[src/rtl/game_sequencer.sv]
// game_sequencer: central game controller for the VGA Pacman design.
// Sequences IDLE/PLAY/DYING/RESPAWN/WIN/LOSE, tracks lives, derives a frame
// tick from vCount and issues serialised one-cycle move enables so that pacman
// and each ghost get their own cycle on the shared maze/wall lookup.
// Optional feature: define GAME_SEQ_PAUSE_EN to add the pause port and the
// PAUSED state (encoding 6); without it that encoding is unreachable.
module game_sequencer #(
  parameter int         NUM_GHOSTS      = 4,
  parameter int         FRAMES_PER_STEP = 4,
  parameter int         LIVES           = 3,
  parameter int         DEATH_FRAMES    = 60,
  parameter logic [9:0] ACTIVE_V        = 10'd480
) (
  input  logic                  clk,
  input  logic                  reset_n,
  input  logic                  start,
  input  logic                  ack,
  input  logic [9:0]            vCount,
  input  logic                  collision,
  input  logic                  food_empty,
  output logic                  pac_step,
  output logic [NUM_GHOSTS-1:0] ghost_step,
  output logic                  respawn,
  output logic [1:0]            lives,
  output logic [2:0]            state,
  output logic                  win,
  output logic                  lose
`ifdef GAME_SEQ_PAUSE_EN
  ,
  input  logic                  pause
`endif
);

  localparam logic [2:0] S_IDLE    = 3'd0;
  localparam logic [2:0] S_PLAY    = 3'd1;
  localparam logic [2:0] S_DYING   = 3'd2;
  localparam logic [2:0] S_RESPAWN = 3'd3;
  localparam logic [2:0] S_WIN     = 3'd4;
  localparam logic [2:0] S_LOSE    = 3'd5;
  localparam logic [2:0] S_PAUSED  = 3'd6;

  logic [9:0]            v_q;
  logic                  at_active_q;
  logic                  tick;
  logic [2:0]            state_d;
  logic [3:0]            step_cnt;
  logic [5:0]            death_cnt;
  logic                  busy;
  logic [2:0]            burst_idx;
  logic                  launch;
  logic [NUM_GHOSTS-1:0] ghost_d;

  // Register vCount, then edge-detect the ACTIVE_V line into a one-cycle tick.
  // NOTE: state is updated with non-blocking (<=) so every register samples
  // the pre-edge values; blocking (=) here would create ordering races.
  always_ff @(posedge clk or negedge reset_n) begin
    if (!reset_n) begin
      v_q         <= '0;
      at_active_q <= 1'b0;
      tick        <= 1'b0;
    end else begin
      v_q         <= vCount;
      at_active_q <= (v_q == ACTIVE_V);
      tick        <= (v_q == ACTIVE_V) && !at_active_q;
    end
  end

  // Next-state decode for the game FSM.
  // NOTE: state_d gets a default before the case so no path leaves it
  // unassigned, which would otherwise infer a latch.
  always_comb begin
    state_d = state;
    case (state)
      S_IDLE:    if (start) state_d = S_PLAY;
      S_PLAY: begin
        if (food_empty)     state_d = S_WIN;
        else if (collision) state_d = S_DYING;
`ifdef GAME_SEQ_PAUSE_EN
        else if (pause)     state_d = S_PAUSED;
`endif
      end
      S_DYING: begin
        if (tick && (death_cnt == 6'(DEATH_FRAMES - 1)))
          state_d = (lives == 2'd0) ? S_LOSE : S_RESPAWN;
      end
      S_RESPAWN: state_d = S_PLAY;
      S_WIN, S_LOSE: if (ack || start) state_d = S_IDLE;
`ifdef GAME_SEQ_PAUSE_EN
      S_PAUSED:  if (pause) state_d = S_PLAY;
`endif
      default:   state_d = S_IDLE;
    endcase
  end

  // A burst launches only on the tick that completes a step while staying in PLAY.
  assign launch = (state == S_PLAY) && (state_d == S_PLAY) && tick &&
                  (step_cnt == 4'(FRAMES_PER_STEP - 1));

  // Ghost enable for the current burst slot; suppressed as soon as PLAY is left.
  always_comb begin
    ghost_d = '0;
    for (int i = 0; i < NUM_GHOSTS; i++)
      ghost_d[i] = busy && (burst_idx == 3'(i + 1)) && (state_d == S_PLAY);
  end

  // FSM state, lives and the phase-level outputs.
  always_ff @(posedge clk or negedge reset_n) begin
    if (!reset_n) begin
      state   <= S_IDLE;
      lives   <= 2'(LIVES);
      respawn <= 1'b0;
      win     <= 1'b0;
      lose    <= 1'b0;
    end else begin
      state   <= state_d;
      win     <= (state_d == S_WIN);
      lose    <= (state_d == S_LOSE);
      respawn <= (state_d == S_RESPAWN) ||
                 ((state_d == S_IDLE) && (state != S_IDLE));
      if ((state_d == S_IDLE) && (state != S_IDLE))
        lives <= 2'(LIVES);
      else if ((state == S_PLAY) && (state_d == S_DYING) && (lives != 2'd0))
        lives <= lives - 2'd1;
    end
  end

  // Frame counters: step counter runs in PLAY, death counter runs in DYING.
  always_ff @(posedge clk or negedge reset_n) begin
    if (!reset_n) begin
      step_cnt  <= '0;
      death_cnt <= '0;
    end else begin
      // Resuming from PAUSED keeps the held step count.
      if (((state == S_IDLE) || (state == S_RESPAWN)) && (state_d == S_PLAY))
        step_cnt <= '0;
      else if ((state == S_PLAY) && (state_d == S_PLAY) && tick)
        step_cnt <= launch ? 4'd0 : step_cnt + 4'd1;

      if ((state != S_DYING) && (state_d == S_DYING))
        death_cnt <= '0;
      else if ((state == S_DYING) && tick)
        death_cnt <= death_cnt + 6'd1;
    end
  end

  // Step burst sequencer: pac_step first, then one ghost per cycle.
  always_ff @(posedge clk or negedge reset_n) begin
    if (!reset_n) begin
      busy       <= 1'b0;
      burst_idx  <= '0;
      pac_step   <= 1'b0;
      ghost_step <= '0;
    end else begin
      pac_step   <= launch;
      ghost_step <= ghost_d;
      if (state_d != S_PLAY) begin
        busy      <= 1'b0;
        burst_idx <= '0;
      end else if (launch) begin
        busy      <= 1'b1;
        burst_idx <= 3'd1;
      end else if (busy) begin
        if (burst_idx == 3'(NUM_GHOSTS)) begin
          busy      <= 1'b0;
          burst_idx <= '0;
        end else begin
          burst_idx <= burst_idx + 3'd1;
        end
      end
    end
  end

endmodule

[config.mk]
export PLATFORM = sky130hd
export DESIGN_NAME = game_sequencer
export DESIGN_NICKNAME = d
export VERILOG_FILES = /design/src/rtl/game_sequencer.sv
export SDC_FILE = /design/constraint.sdc
export NUM_CORES = 1
export LEC_CHECK = 0
export ABC_AREA = 1
export CAP_MARGIN = 20
export CORE_AREA = 10 10 75 77
export DETAILED_ROUTE_END_ITERATION = 16
export DIE_AREA = 0 0 85 87
export DONT_BUFFER_PORTS = 1
export PLACE_DENSITY = 0.57
export SLEW_MARGIN = 20
export SYNTH_ARGS = -nofsm -noshare
export SYNTH_HDL_FRONTEND = slang
export SYNTH_SLANG_ARGS = --single-unit
[constraint.sdc]
create_clock -name clk -period 1.3 [get_ports clk]
set_input_delay 0.26 -clock clk [delete_from_list [all_inputs] [get_ports clk]]
set_output_delay 0.26 -clock clk [all_outputs]
set_load 0.01 [all_outputs]
## After elaboration in Yosys (flattened, before gate mapping)

Cells that the tools add are included.
W data, S select, Z words.

| word-level totals | value |
|---|---|
| bits in registers | 39 |
| input port bits | 16 |
| output and inout port bits | 13 |
| logic and storage cells | 92 |

| cells by class | value |
|---|---|
| add/sub/neg operators | 4 |
| eq/ne operators | 19 |
| muxes and demuxes | 22 |
| reduce and logical (&&, ||, !) cells | 33 |

Operator list:

| kind | number |
|---|---|
| $mux W3 | 10 |
| $logic_and A1 B1 Y1 | 19 |
| $eq A3 B2 Y1 const B | 6 |
| $eq A3 B3 Y1 const B | 5 |
| $pmux W3 S5 | 1 |
| $mux W4 | 3 |
| $mux W6 | 2 |
| $eq A10 B9 Y1 const B | 1 |
| $eq A3 B1 Y1 const B | 3 |
| $reduce_bool A2 Y1 | 4 |
| $add A6 B1 Y6 const B | 1 |
| $eq A6 B6 Y1 const B | 1 |
| $logic_not A3 Y1 | 2 |
| $reduce_bool A3 Y1 | 2 |
| $add A4 B1 Y4 const B | 1 |
| $eq A4 B2 Y1 const B | 1 |
| $mux W1 | 4 |
| $mux W2 | 2 |
| $add A3 B1 Y3 const B | 1 |
| $logic_or A1 B1 Y1 | 3 |
| $ne A3 B1 Y1 const B | 1 |
| $ne A3 B2 Y1 const B | 1 |
| $logic_not A2 Y1 | 1 |
| $reduce_or A2 Y1 | 1 |
| other kinds (2) | 2 |

## Longest topological paths before layout

| logic depth | value |
|---|---|
| depth in word-level cells | 11 |
| gate-level depth with buffers | 11 |
| mapped depth without buffers | 11 |

## Worst setup path after synthesis

No wires, ideal clock.

| timing path | value |
|---|---|
| path type | register to register |
| start point | register lives[0] |
| end point | register ghost_step[3] |
| setup time | 80 ps |
| data arrival time | 1,306 ps |
| data required time | 1,220 ps |
| slack | -87 ps |
| stages on the path, launching flop included | 6 |
| path buffers | 0 |
| clock period less this slack | 1,387 ps |
| cells stage by stage | dfstp_2 -> inv_1 -> ha_1 -> a21oi_4 -> nand2_4 -> nor3_2 |

| between the ends | value |
|---|---|
| word-level cells in the longest chain between the ends | 6 |

Ends and longest elaborated chain:

| item | RTL line | text |
|---|---|---|
| start: declaration | 24 | `output logic [1:0] lives,` |
| start signal: assignment | 110 | `lives <= 2'(LIVES);` |
| start signal: assignment | 121 | `lives <= 2'(LIVES);` |
| start signal: assignment | 123 | `lives <= lives - 2'd1;` |
| $logic_not A2 Y1 | 84 | `state_d = (lives == 2'd0) ? S_LOSE : S_RESPAWN;` |
| $mux W3 | 84 |  |
| $mux W3 | 83 | `if (tick && (death_cnt == 6'(DEATH_FRAMES - 1)))` |
| $pmux W3 S5 | 73 | `case (state)` |
| $eq A3 B1 Y1 | 103 | `ghost_d[i] = busy && (burst_idx == 3'(i + 1)) && (state_d == S_PLAY);` |
| $logic_and A1 B1 Y1 | 103 |  |
| named net ghost_d[3] | 51 | `logic [NUM_GHOSTS-1:0] ghost_d;` |
| end signal: assignment | 155 | `ghost_step <= ghost_d;` |
| end: declaration | 22 | `output logic [NUM_GHOSTS-1:0] ghost_step,` |

The timed path passes the listed nets, and every way through them passes these cells.
A chain may end at the register's enable or synchronous reset.

## Worst setup path after layout

| timing path | value |
|---|---|
| start point | register death_cnt[2] |
| end point | register burst_idx[2] |

| between the ends | value |
|---|---|
| word-level cells in the longest chain between the ends | 10 |
| elaborated cells on any way between the ends | 12 |
| classes of those cells | 3 x eq/ne; 4 x mux; 5 x reduce/logical |

Ends and longest elaborated chain:

| item | RTL line | text |
|---|---|---|
| start: declaration | 47 | `logic [5:0] death_cnt;` |
| start signal: assignment | 142 | `death_cnt <= death_cnt + 6'd1;` |
| $eq A6 B6 Y1 (*) | 83 |  |
| $logic_and A1 B1 Y1 (*) | 83 |  |
| $mux W3 (*) | 83 |  |
| $pmux W3 S5 (*) | 73 |  |
| $eq A3 B1 Y1 | 96 | `assign launch = (state == S_PLAY) && (state_d == S_PLAY) && tick &&` |
| $logic_and A1 B1 Y1 (3 in series) | 96 |  |
| $mux W3 | 159 | `end else if (launch) begin` |
| $mux W3 | 156 | `if (state_d != S_PLAY) begin` |
| end signal: assignment | 167 | `burst_idx <= burst_idx + 3'd1;` |
| end: declaration | 49 | `logic [2:0] burst_idx;` |

Every way passes the cells marked *; elsewhere a longest branch is shown, timed or not.

==> impl_metrics.ini <==
[floorplanning]
num_rows = 24
dieArea_um2 = 7400
fp.dieH_um = 87
ioPinCount = 29
core_um2 = 4230
chipWidth_um = 85
start_util = 0.424

[placed_design]
place_hpwl_um = 2840
place_congestion = 0.839
dp_slack_ns = -0.155
port_buffers = 0
place_area_um2 = 2060
dp.cells = 268

[flow_run]
cap_violations = 0

[pwr]
comb_power_share = 0.092
internal_power_mw = 1.92
ir_drop_mv = 0.780
pwr-share-clk = 0.400
leakage_nw = 1.29
power_density_nw_per_um2 = 942
power_frac_seq = 0.508
switchingPower_uw = 574
switching_share = 0.230

[critical_path]
cp_slowest_cell = dfrtp_1
critical-path-top-delay-family = simple AND/OR/NAND/NOR gates
rr_worst_depth = 9
crit_path_max_incr_delay_ns = 0.38
r2r-end = burst_idx[2]$_DFFE_PN0P_
reg2reg_slack_ns = -0.17
path_buf_inv = 1
cp-endpoint = burst_idx[2]$_DFFE_PN0P_
arrival_ns = 1.69
rr_startpoint = death_cnt[2]$_DFFE_PN0P_
cp_max_fo = 7
cp_common_cell = nor2_4
critPathRequiredTime_ns = 1.52
path_cells = inv_1 -> nand2_1 -> nor2_2 -> nand2_2 -> nor2_4 -> nor2_4 -> nor2_4 -> nand4_1 -> nand2_1
setup.worst_path.end_class = flip-flop
cp.depth = 9
path_class = reg -> reg
critPathLaunch = death_cnt[2]$_DFFE_PN0P_
critPathLaunchType = flip-flop

[timing]
hold_violations = 0
worst_slew_pin_slew_ns = 0.339
setup_slack_ns = -0.169
period_minus_slack_ns = 1.47
finClkSkew_ns = 0.00946
max_freq_mhz = 681
relSlewSlack = 0.772
rsz0062_at_grt = yes
post-route-period-util = 1.13
setup_viol = 21
slew_viol_final = 0

[grt]
grt.total_usage = 0.118
globalRouteMet1Util = 0.127
gr-usage-met3 = 0.0496
grt.busiest_layer = met2
grt_max_degree = 40
antenna_found_initial = 0
overflow = 0
grtUsageMet2 = 0.198
grt_pass1_wl_um = 7100
first_global_vias = 1574

[route]
wirelength_um = 4340
ant_nets = 0
via_count = 1490
drt_iter0_markers = 48
wl_per_cell_um = 14.4
drt_pass1_iterations = 4
drcViolationCount = 0
avgViaCountPerCell = 4.93

[finish]
design_area_um2 = 2650
final_layout_size_suffix_gt1_frac = 0.464
n_antenna_cell = 0
area_growth_pct = 47.6
fill_cells = 338
nNetsFinal = 273
instances_no_fill = 302

[logic_synthesis]
synthCells = 192
syn_area_um2 = 1800
synth.top_cell.area_share = 0.516
synth_area_leader_cell = dfrtp_1
synth_seq_cells = 39
ys_warn_count = 0
synth_cell_types = 23
syn_nets = 216
syn_avg_cell_area_um2 = 9.35
synth_area_leaders = dfrtp_1 (52%), nand2_1 (7.9%), inv_1 (5.9%)
ys_seq_area_frac = 0.545

[clock_network]
cts_root_buf = clkbuf_8
path_clk_slew_ns = 0.08
cts_tree = yes
htreeDepth = 2
cts.sinks = 39
clkLatencyLatePin_ns = 0.29
clock_path_buffers = 2
cts_made_buffers = 5

[status]
violations = setup timing
status = finished with violations

[worst_hold_path]
hp-class = in -> reg
## synth_stat cells
cell and count:
nor2_2 3, dfstp_2 2, o21ai_0 4, dfrtp_1 37, nand2_2 3, or2_1 1
nor2_4 4, nand4_1 10, nand2_4 1, o21ai_1 1, nand3_2 4, nand3_1 7
a21oi_1 5, xor2_1 3, inv_2 4, nor3_1 8, inv_1 28, and3_1 1
nor2_1 18, a21oi_4 1, nor3_2 1, nand2_1 38, ha_1 8
## how the worst min path moves through the flow
stage                          endpoint       from  depth (start not counted)
3_3_place_gp   death_cnt[3]$_DFFE_PN0P_    reset_n                          0
6_report       death_cnt[5]$_DFFE_PN0P_  collision                          4
3_5_place_dp   death_cnt[3]$_DFFE_PN0P_    reset_n                          0
2_1_floorplan     at_active_q$_DFF_PN0_    reset_n                          0
5_1_grt        death_cnt[5]$_DFFE_PN0P_  collision                          4
4_1_cts              state[1]$_DFF_PN0_  collision                          3
## metrics by stage
step | total power, mW | setup TNS, ns | util | hold WS (ns)
floorplan | 1.37 | -0.0973 | - | -0.0356
global placement | 1.41 | -1.39 | 0.486 | -0.0338
detailed placement | 1.42 | -1.97 | 0.486 | -0.0336
CTS | 2.51 | -1.36 | 0.582 | 0.317
global route | 2.61 | -3.93 | 0.626 | 0.289
finish | 2.50 | -2.17 | 0.626 | 0.294
## power by group through the flow
stage	Combinational, mW	Sequential (mW)	Clock [mW]
after floorplan	0.0780	1.29	0
after global placement	0.119	1.29	0
after detailed placement	0.125	1.29	0
after CTS	0.205	1.27	1.04
after global routing	0.254	1.27	1.09
final	0.229	1.27	0.999
## logic make-up (layout without fill, tap and decap cells)
group | Yosys count | in the layout | share of synthesized area
buffers and inverters | 32 | 90 | 0.0669
adder cells (fa/ha/maj) | 8 | 8 | 0.0558
AND/OR/NAND/NOR | 99 | 99 | 0.281
AO/OA/AOI/OAI | 11 | 11 | 0.0369
flip-flops | 39 | 39 | 0.545
XOR/XNOR | 3 | 3 | 0.0146
## final cells by class
cell class                      count  area [um^2]  share of cell area
Tap cell                           52         65.1              0.0246
Sequential cell                    39          982               0.371
Multi-Input combinational cell    121          882               0.333
Inverter                           32          135              0.0510
Clock buffer                        5         68.8              0.0260
Clock inverter                      3         43.8              0.0165
Timing Repair Buffer               50          473               0.178
## worst min-delay path: stages
cell and delay, ns:
nand3_4 0.06, buf_6 0.11, inv_4 0.04, nor2_1 0.07
## registers in the layout, summed over array words and instances (netlist names)
signal,count
v_q,10
death_cnt,6
ghost_step,4
step_cnt,4
burst_idx,3
state,3
lives,2
at_active_q,1
busy,1
lose,1
pac_step,1
respawn,1
tick,1
win,1
## cells in the final DEF (no fill, tap or decap), types with 2 or more instances in the layout
cell type      instances
nand2_4                3
buf_6                 12
inv_1                 19
dlygate4sd3_1         11
nand3_1                4
buf_4                 25
nand2_2               14
ha_2                   2
nor3_2                 5
nor3_1                 3
nand3_2                4
buf_12                 2
a21oi_1                4
dfrtp_2                3
inv_2                  7
nor2_1                12
o21ai_1                3
xor2_1                 3
nand2_1               24
dfstp_2                2
dfrtp_1               34
inv_4                  6
ha_1                   5
clkbuf_8               5
nand3_4                3
nand4_1               10
nor2_4                 7
nor2_2                 6
## routing by layer
| metal | up-vias | share of wire |
|---|---|---|
| met2 | 42 | 0.54 |
| met5 | - | 0 |
| met3 | 7 | 0.062 |
| met4 | 0 | 0.015 |
| li1 | 726 | - |
| met1 | 715 | 0.39 |
## what timing repair did
action                                  in CTS  in global routing
pin swaps                                   20                 27
resized for setup                           28                 44
gates cloned                                 0                  0
endpoints found under the setup margin      22                 27
hold buffers                                12                  0
buffers inserted                             9                  6
hold endpoints to repair                    49                  0
Power figures use the tool's default switching activity.
